`src/rtl/pixel_seq_pkg.sv`:
```
// Shared types and default timing for the pixel sequencing controller.
// State order matters: it follows the physical frame sequence.
package pixel_seq_pkg;

    typedef enum logic [2:0] {
        IDLE    = 3'd0,
        ERASE   = 3'd1,
        EXPOSE  = 3'd2,
        CONVERT = 3'd3,
        READ1   = 3'd4,
        READ2   = 3'd5,
        DONE    = 3'd6
    } state_t;

    localparam int DEF_ERASE_CYCLES = 5;
    localparam int DEF_CONV_CYCLES  = 255;
    localparam int DEF_READ_CYCLES  = 2;

endpackage

```
`src/rtl/pixel_seq_ctrl_phase_timer.sv`:
```
// 8-bit load/count-down phase timer. done is high while the count sits at zero,
// so loading N-1 on state entry makes that state last exactly N cycles.
module phase_timer (
    input  logic       clk,
    input  logic       reset,
    input  logic       load,
    input  logic [7:0] load_val,
    output logic       done
);

    logic [7:0] count;

    always_ff @(posedge clk or posedge reset) begin
        if (reset) begin
            count <= 8'd0;
        end else if (load) begin
            count <= load_val;
        end else if (count != 8'd0) begin
            count <= count - 8'd1;
        end
    end

    assign done = (count == 8'd0);

endmodule

```
`src/rtl/pixel_seq_ctrl.sv`:
```
// Frame sequencer for a pixel array: erase, expose, gray-ramp convert, two row reads.
// Outputs are registered decodes of the next state, so they change with the state itself.
module pixel_seq_ctrl
    import pixel_seq_pkg::*;
#(
    parameter int ERASE_CYCLES = DEF_ERASE_CYCLES,
    parameter int CONV_CYCLES  = DEF_CONV_CYCLES,
    parameter int READ_CYCLES  = DEF_READ_CYCLES
) (
    input  logic       clk,
    input  logic       reset,
    input  logic       start,
    input  logic       abort,
    input  logic [7:0] exp_time,
    output logic       erase,
    output logic       expose,
    output logic       convert,
    output logic       read1,
    output logic       read2,
    output logic       busy,
    output logic       frame_done,
    output state_t     state
);

    localparam logic [7:0] ERASE_LOAD = 8'(ERASE_CYCLES - 1);
    localparam logic [7:0] CONV_LOAD  = 8'(CONV_CYCLES - 1);
    localparam logic [7:0] READ_LOAD  = 8'(READ_CYCLES - 1);

    state_t     nxt;
    logic       load;
    logic [7:0] load_val;
    logic       phase_done;
    logic [7:0] exp_q;

    phase_timer u_phase_timer (
        .clk      (clk),
        .reset    (reset),
        .load     (load),
        .load_val (load_val),
        .done     (phase_done)
    );

    // The timer is reloaded on every transition; abort overrides everything.
    always_comb begin
        nxt      = state;
        load     = 1'b0;
        load_val = 8'd0;
        case (state)
            IDLE: begin
                if (start && !abort) begin
                    nxt      = ERASE;
                    load     = 1'b1;
                    load_val = ERASE_LOAD;
                end
            end
            ERASE: begin
                if (phase_done) begin
                    load = 1'b1;
                    if (exp_q != 8'd0) begin
                        nxt      = EXPOSE;
                        load_val = exp_q - 8'd1;
                    end else begin
                        nxt      = CONVERT;
                        load_val = CONV_LOAD;
                    end
                end
            end
            EXPOSE: begin
                if (phase_done) begin
                    nxt      = CONVERT;
                    load     = 1'b1;
                    load_val = CONV_LOAD;
                end
            end
            CONVERT: begin
                if (phase_done) begin
                    nxt      = READ1;
                    load     = 1'b1;
                    load_val = READ_LOAD;
                end
            end
            READ1: begin
                if (phase_done) begin
                    nxt      = READ2;
                    load     = 1'b1;
                    load_val = READ_LOAD;
                end
            end
            READ2: begin
                if (phase_done) begin
                    nxt  = DONE;
                    load = 1'b1;
                end
            end
            DONE: begin
                nxt  = IDLE;
                load = 1'b1;
            end
            default: begin
                nxt  = IDLE;
                load = 1'b1;
            end
        endcase
        if (abort && state != IDLE) begin
            nxt      = IDLE;
            load     = 1'b1;
            load_val = 8'd0;
        end
    end

    always_ff @(posedge clk or posedge reset) begin
        if (reset) begin
            state      <= IDLE;
            exp_q      <= 8'd0;
            erase      <= 1'b0;
            expose     <= 1'b0;
            convert    <= 1'b0;
            read1      <= 1'b0;
            read2      <= 1'b0;
            busy       <= 1'b0;
            frame_done <= 1'b0;
        end else begin
            state      <= nxt;
            erase      <= (nxt == ERASE);
            expose     <= (nxt == EXPOSE);
            convert    <= (nxt == CONVERT);
            read1      <= (nxt == READ1);
            read2      <= (nxt == READ2);
            busy       <= (nxt != IDLE);
            frame_done <= (nxt == DONE);
            if (state == IDLE && nxt == ERASE) begin
                exp_q <= exp_time;
            end
        end
    end

endmodule

```
`config.mk`:
```
export PLATFORM = sky130hd
export DESIGN_NAME = pixel_seq_ctrl
export DESIGN_NICKNAME = d
export VERILOG_FILES = /design/src/rtl/pixel_seq_pkg.sv /design/src/rtl/pixel_seq_ctrl_phase_timer.sv /design/src/rtl/pixel_seq_ctrl.sv
export SDC_FILE = /design/constraint.sdc
export NUM_CORES = 1
export LEC_CHECK = 0
export ABC_AREA = 1
export BUFFER_PORTS_ARGS = -buffer_cell sky130_fd_sc_hd__buf_4
export CAP_MARGIN = 20
export CORE_MARGIN = 2
export CORE_UTILIZATION = 61
export DETAILED_ROUTE_END_ITERATION = 8
export GPL_TIMING_DRIVEN = 0
export PLACE_DENSITY_LB_ADDON = 0.15
export SETUP_SLACK_MARGIN = 0.2
export SLEW_MARGIN = 0
export SYNTH_ARGS = -nofsm -noshare
export SYNTH_HDL_FRONTEND = slang
export SYNTH_SLANG_ARGS = --single-unit
```
`constraint.sdc`:
```
create_clock -name clk -period 3 [get_ports clk]
set_clock_uncertainty 0.15 [all_clocks]
set_input_delay 0.6 -clock clk [delete_from_list [all_inputs] [get_ports clk]]
set_output_delay 0.6 -clock clk [all_outputs]
set_load 0.05 [all_outputs]
```
==> metrics.cfg <==
[synth]
yosysUniqueCellTypes=26
yosys_register_bits=26
syn_avg_cell_area_um2=7.28
syn-num-nets=241
synth_compound_area_share_pct=8.40
synth_edf_count=0
synth-simple-area-share_pct=37.9
synth_top_family_by_area=simple AND/OR/NAND/NOR gates
syn_inst=225
synth_ff_type=dfrtp_1
synth-xor-area-share_pct=1.07
yosys_warnings=0
synthArstFlopShare_pct=100
muxShareOfSynthArea_pct=0
ys_seq_area_share_pct=39.7
synthAdderAreaFrac_pct=3.05
syn_area_um2=1640

[worst_setup_path]
cp-start-kind=flop
worstPathMaxFanout=10
worstPathArrival_ns=2.01
crit_required_ns=3.12
end_kind=flop
critical_path_class=reg2reg

[power]
ir_drop_mv=0.729
p_sw_w=0.000911
pwr-share-clk_pct=12.6
power_density_nw_per_um2=1010
combPwrFrac_pct=56.9
power_frac_seq_pct=30.5
swShare_pct=47.9
power.internal_w=0.000991
p_leak_nw=1.05

[sta]
min_period_ns=1.89
fmax_mhz=530
post-route-period-util_pct=62.9
worstMarginPinSlew_ns=0.950
tns_ns=0
worst_hold_slack_ns=0.311
slew_viol_final=0
finalHoldViolations=0
slew_headroom_pct=36.6
setup_violations=0
rsz0062_at_grt=false

[die]
core_um2=2520
die_x_um=55.8
fp.dieH_um=55.8
start_util_pct=65.0
die_area_um2=3120
rows=18
io_pins=22

[detailed_routing]
routedWlPerCell_um=11.4
viasPerCell=5.10
vias=1427
drtIter0Drc=94
ant_nets=0
wl_mm=3.20
drt-pass1-iter-count=4
drcViolationCount=0

[run]
drv_cap=0

[finish]
fill_cells=213
layout.nets=267
drive_gt1_share_pct=21.2
diodes=0
syn_to_final_growth_pct=15.1

[grt]
grt_max_degree=27
grt_use_met1_pct=30.6
busiest_layer=met2
track_usage_pct=22.1
use_met3_pct=2.79
grt_pass1_wl_mm=5.56
grt_pass1_vias=1281
met2_usage_pct=37.4
antenna_found_initial=0
grt_overflow=0

[clock_network]
post_cts_buffers=0
cts_buffers=3
cts_hold_buffers=0
cts-root-buf=clkbuf_4
clkTransAtPathRegs_ns=0.15
htree_levels=1
clock_sinks=26
postCtsResizedCells=0
cts_buffer_depth=2
tritoncts=yes
clk-insertion-delay-late_ns=0.33

[placed_design]
dp.final_hpwl_mm=2.55
port_buffers=21
gp_congestion=0.873

[hold_path]
min-delay-path-class=in2reg

[run_status]
status=finished, final reports clean

## worst max-delay path: stages, from the launching register on
cell and delay (ns):
dfrtp_1 0.43, inv_1 0.11, ha_1 0.16, nand3_1 0.09
nor2_2 0.17, buf_6 0.18, nand3_1 0.09, nand2_1 0.07
nand2_1 0.07, nand2_1 0.16, nand2_1 0.07, nor2_1 0.09
## stage by stage
| step | worst slack [ns] | std cells | utilization, % | power, W | area (µm²) |
|---|---|---|---|---|---|
| detailed placement | 1.14 | 276 | 72.7 | 0.00166 | 1830 |
| finish | 1.11 | 280 | 74.8 | 0.00190 | 1890 |
| global route | 0.940 | 280 | 74.8 | 0.00208 | 1890 |
| floorplan | 1.20 | 225 | - | 0.00142 | 1640 |
| CTS | 1.11 | 280 | 74.8 | 0.00191 | 1890 |
| global placement | 1.19 | 276 | 72.7 | 0.00163 | 1830 |
## final timing paths
kind                                        start    endpoint  slack, ns  cells after the start
max                        u_phase_timer.count[0]       read1       1.11                     11
min                                   exp_time[7]    exp_q[7]       0.31                      3
max reg2reg                u_phase_timer.count[0]       read1       1.11                     11
min reg2reg                              exp_q[7]    exp_q[7]       0.43                      2
max in group asynchronous                   reset    exp_q[4]       1.79                      2
min in group asynchronous                   reset  frame_done       0.32                      2
## cells in the mapped netlist, types with 3 or more instances
cell	n	area [µm²]
a21oi_1	8	40.0
dfrtp_1	26	651
ha_1	4	50.1
inv_1	29	109
inv_2	5	18.8
nand2_1	66	248
nand2_2	4	25.0
nand2_4	3	33.8
nand3_1	15	75.1
nand3_2	4	40.0
nor2_1	26	97.6
nor2_4	3	33.8
o21ai_0	15	75.1
o21ai_1	3	15.0
## flip-flops by register name, summed over array words and instances (netlist names)
| signal | flops |
|---|---|
| read1 | 1 |
| frame_done | 1 |
| convert | 1 |
| busy | 1 |
| erase | 1 |
| state | 3 |
| exp_q | 8 |
| u_phase_timer.count | 8 |
| expose | 1 |
| read2 | 1 |
## power by group through the flow
stage,Clock (W),Sequential [W],Combinational (W)
global route,0.000258,0.000597,0.00122
finish,0.000239,0.000580,0.00108
global placement,0,0.000583,0.00105
detailed placement,0,0.000587,0.00108
CTS,0.000243,0.000579,0.00109
floorplan,0,0.000693,0.000729
## area by class of cell
class	instances	area [µm²]	area share, %
plain buffers	3	30.0	1.59
clock buffers	3	22.5	1.19
clock inverters	1	30.0	1.59
inverters	35	133	7.03
multi-input cells	161	826	43.8
flip-flops and latches	26	651	34.5
well taps	30	37.5	1.99
repair buffers	21	158	8.36
## layout by cell type (no fill, tap or decap), types with 4 or more instances in the layout
master	count
o21ai_0	15
dfrtp_1	26
inv_2	5
buf_4	22
a21oi_1	8
nand3_2	4
ha_1	4
inv_1	29
nand2_1	66
nand2_2	4
nand3_1	15
nor2_1	26
## per-layer routing
metal | vias to the layer above | share of wire (%)
li1 | 749 | -
met1 | 642 | 46
met2 | 32 | 49
met3 | 4 | 3.3
met4 | 0 | 1.1
met5 | - | 0
## logic make-up after synthesis
group                    count (synthesis)
AND/OR/NAND/NOR                        128
buffers and inverters                   38
AO/OA/AOI/OAI                           27
flip-flops                              26
adder cells (fa/ha/maj)                  4
XOR/XNOR                                 2
Power figures use the tool's default switching activity.
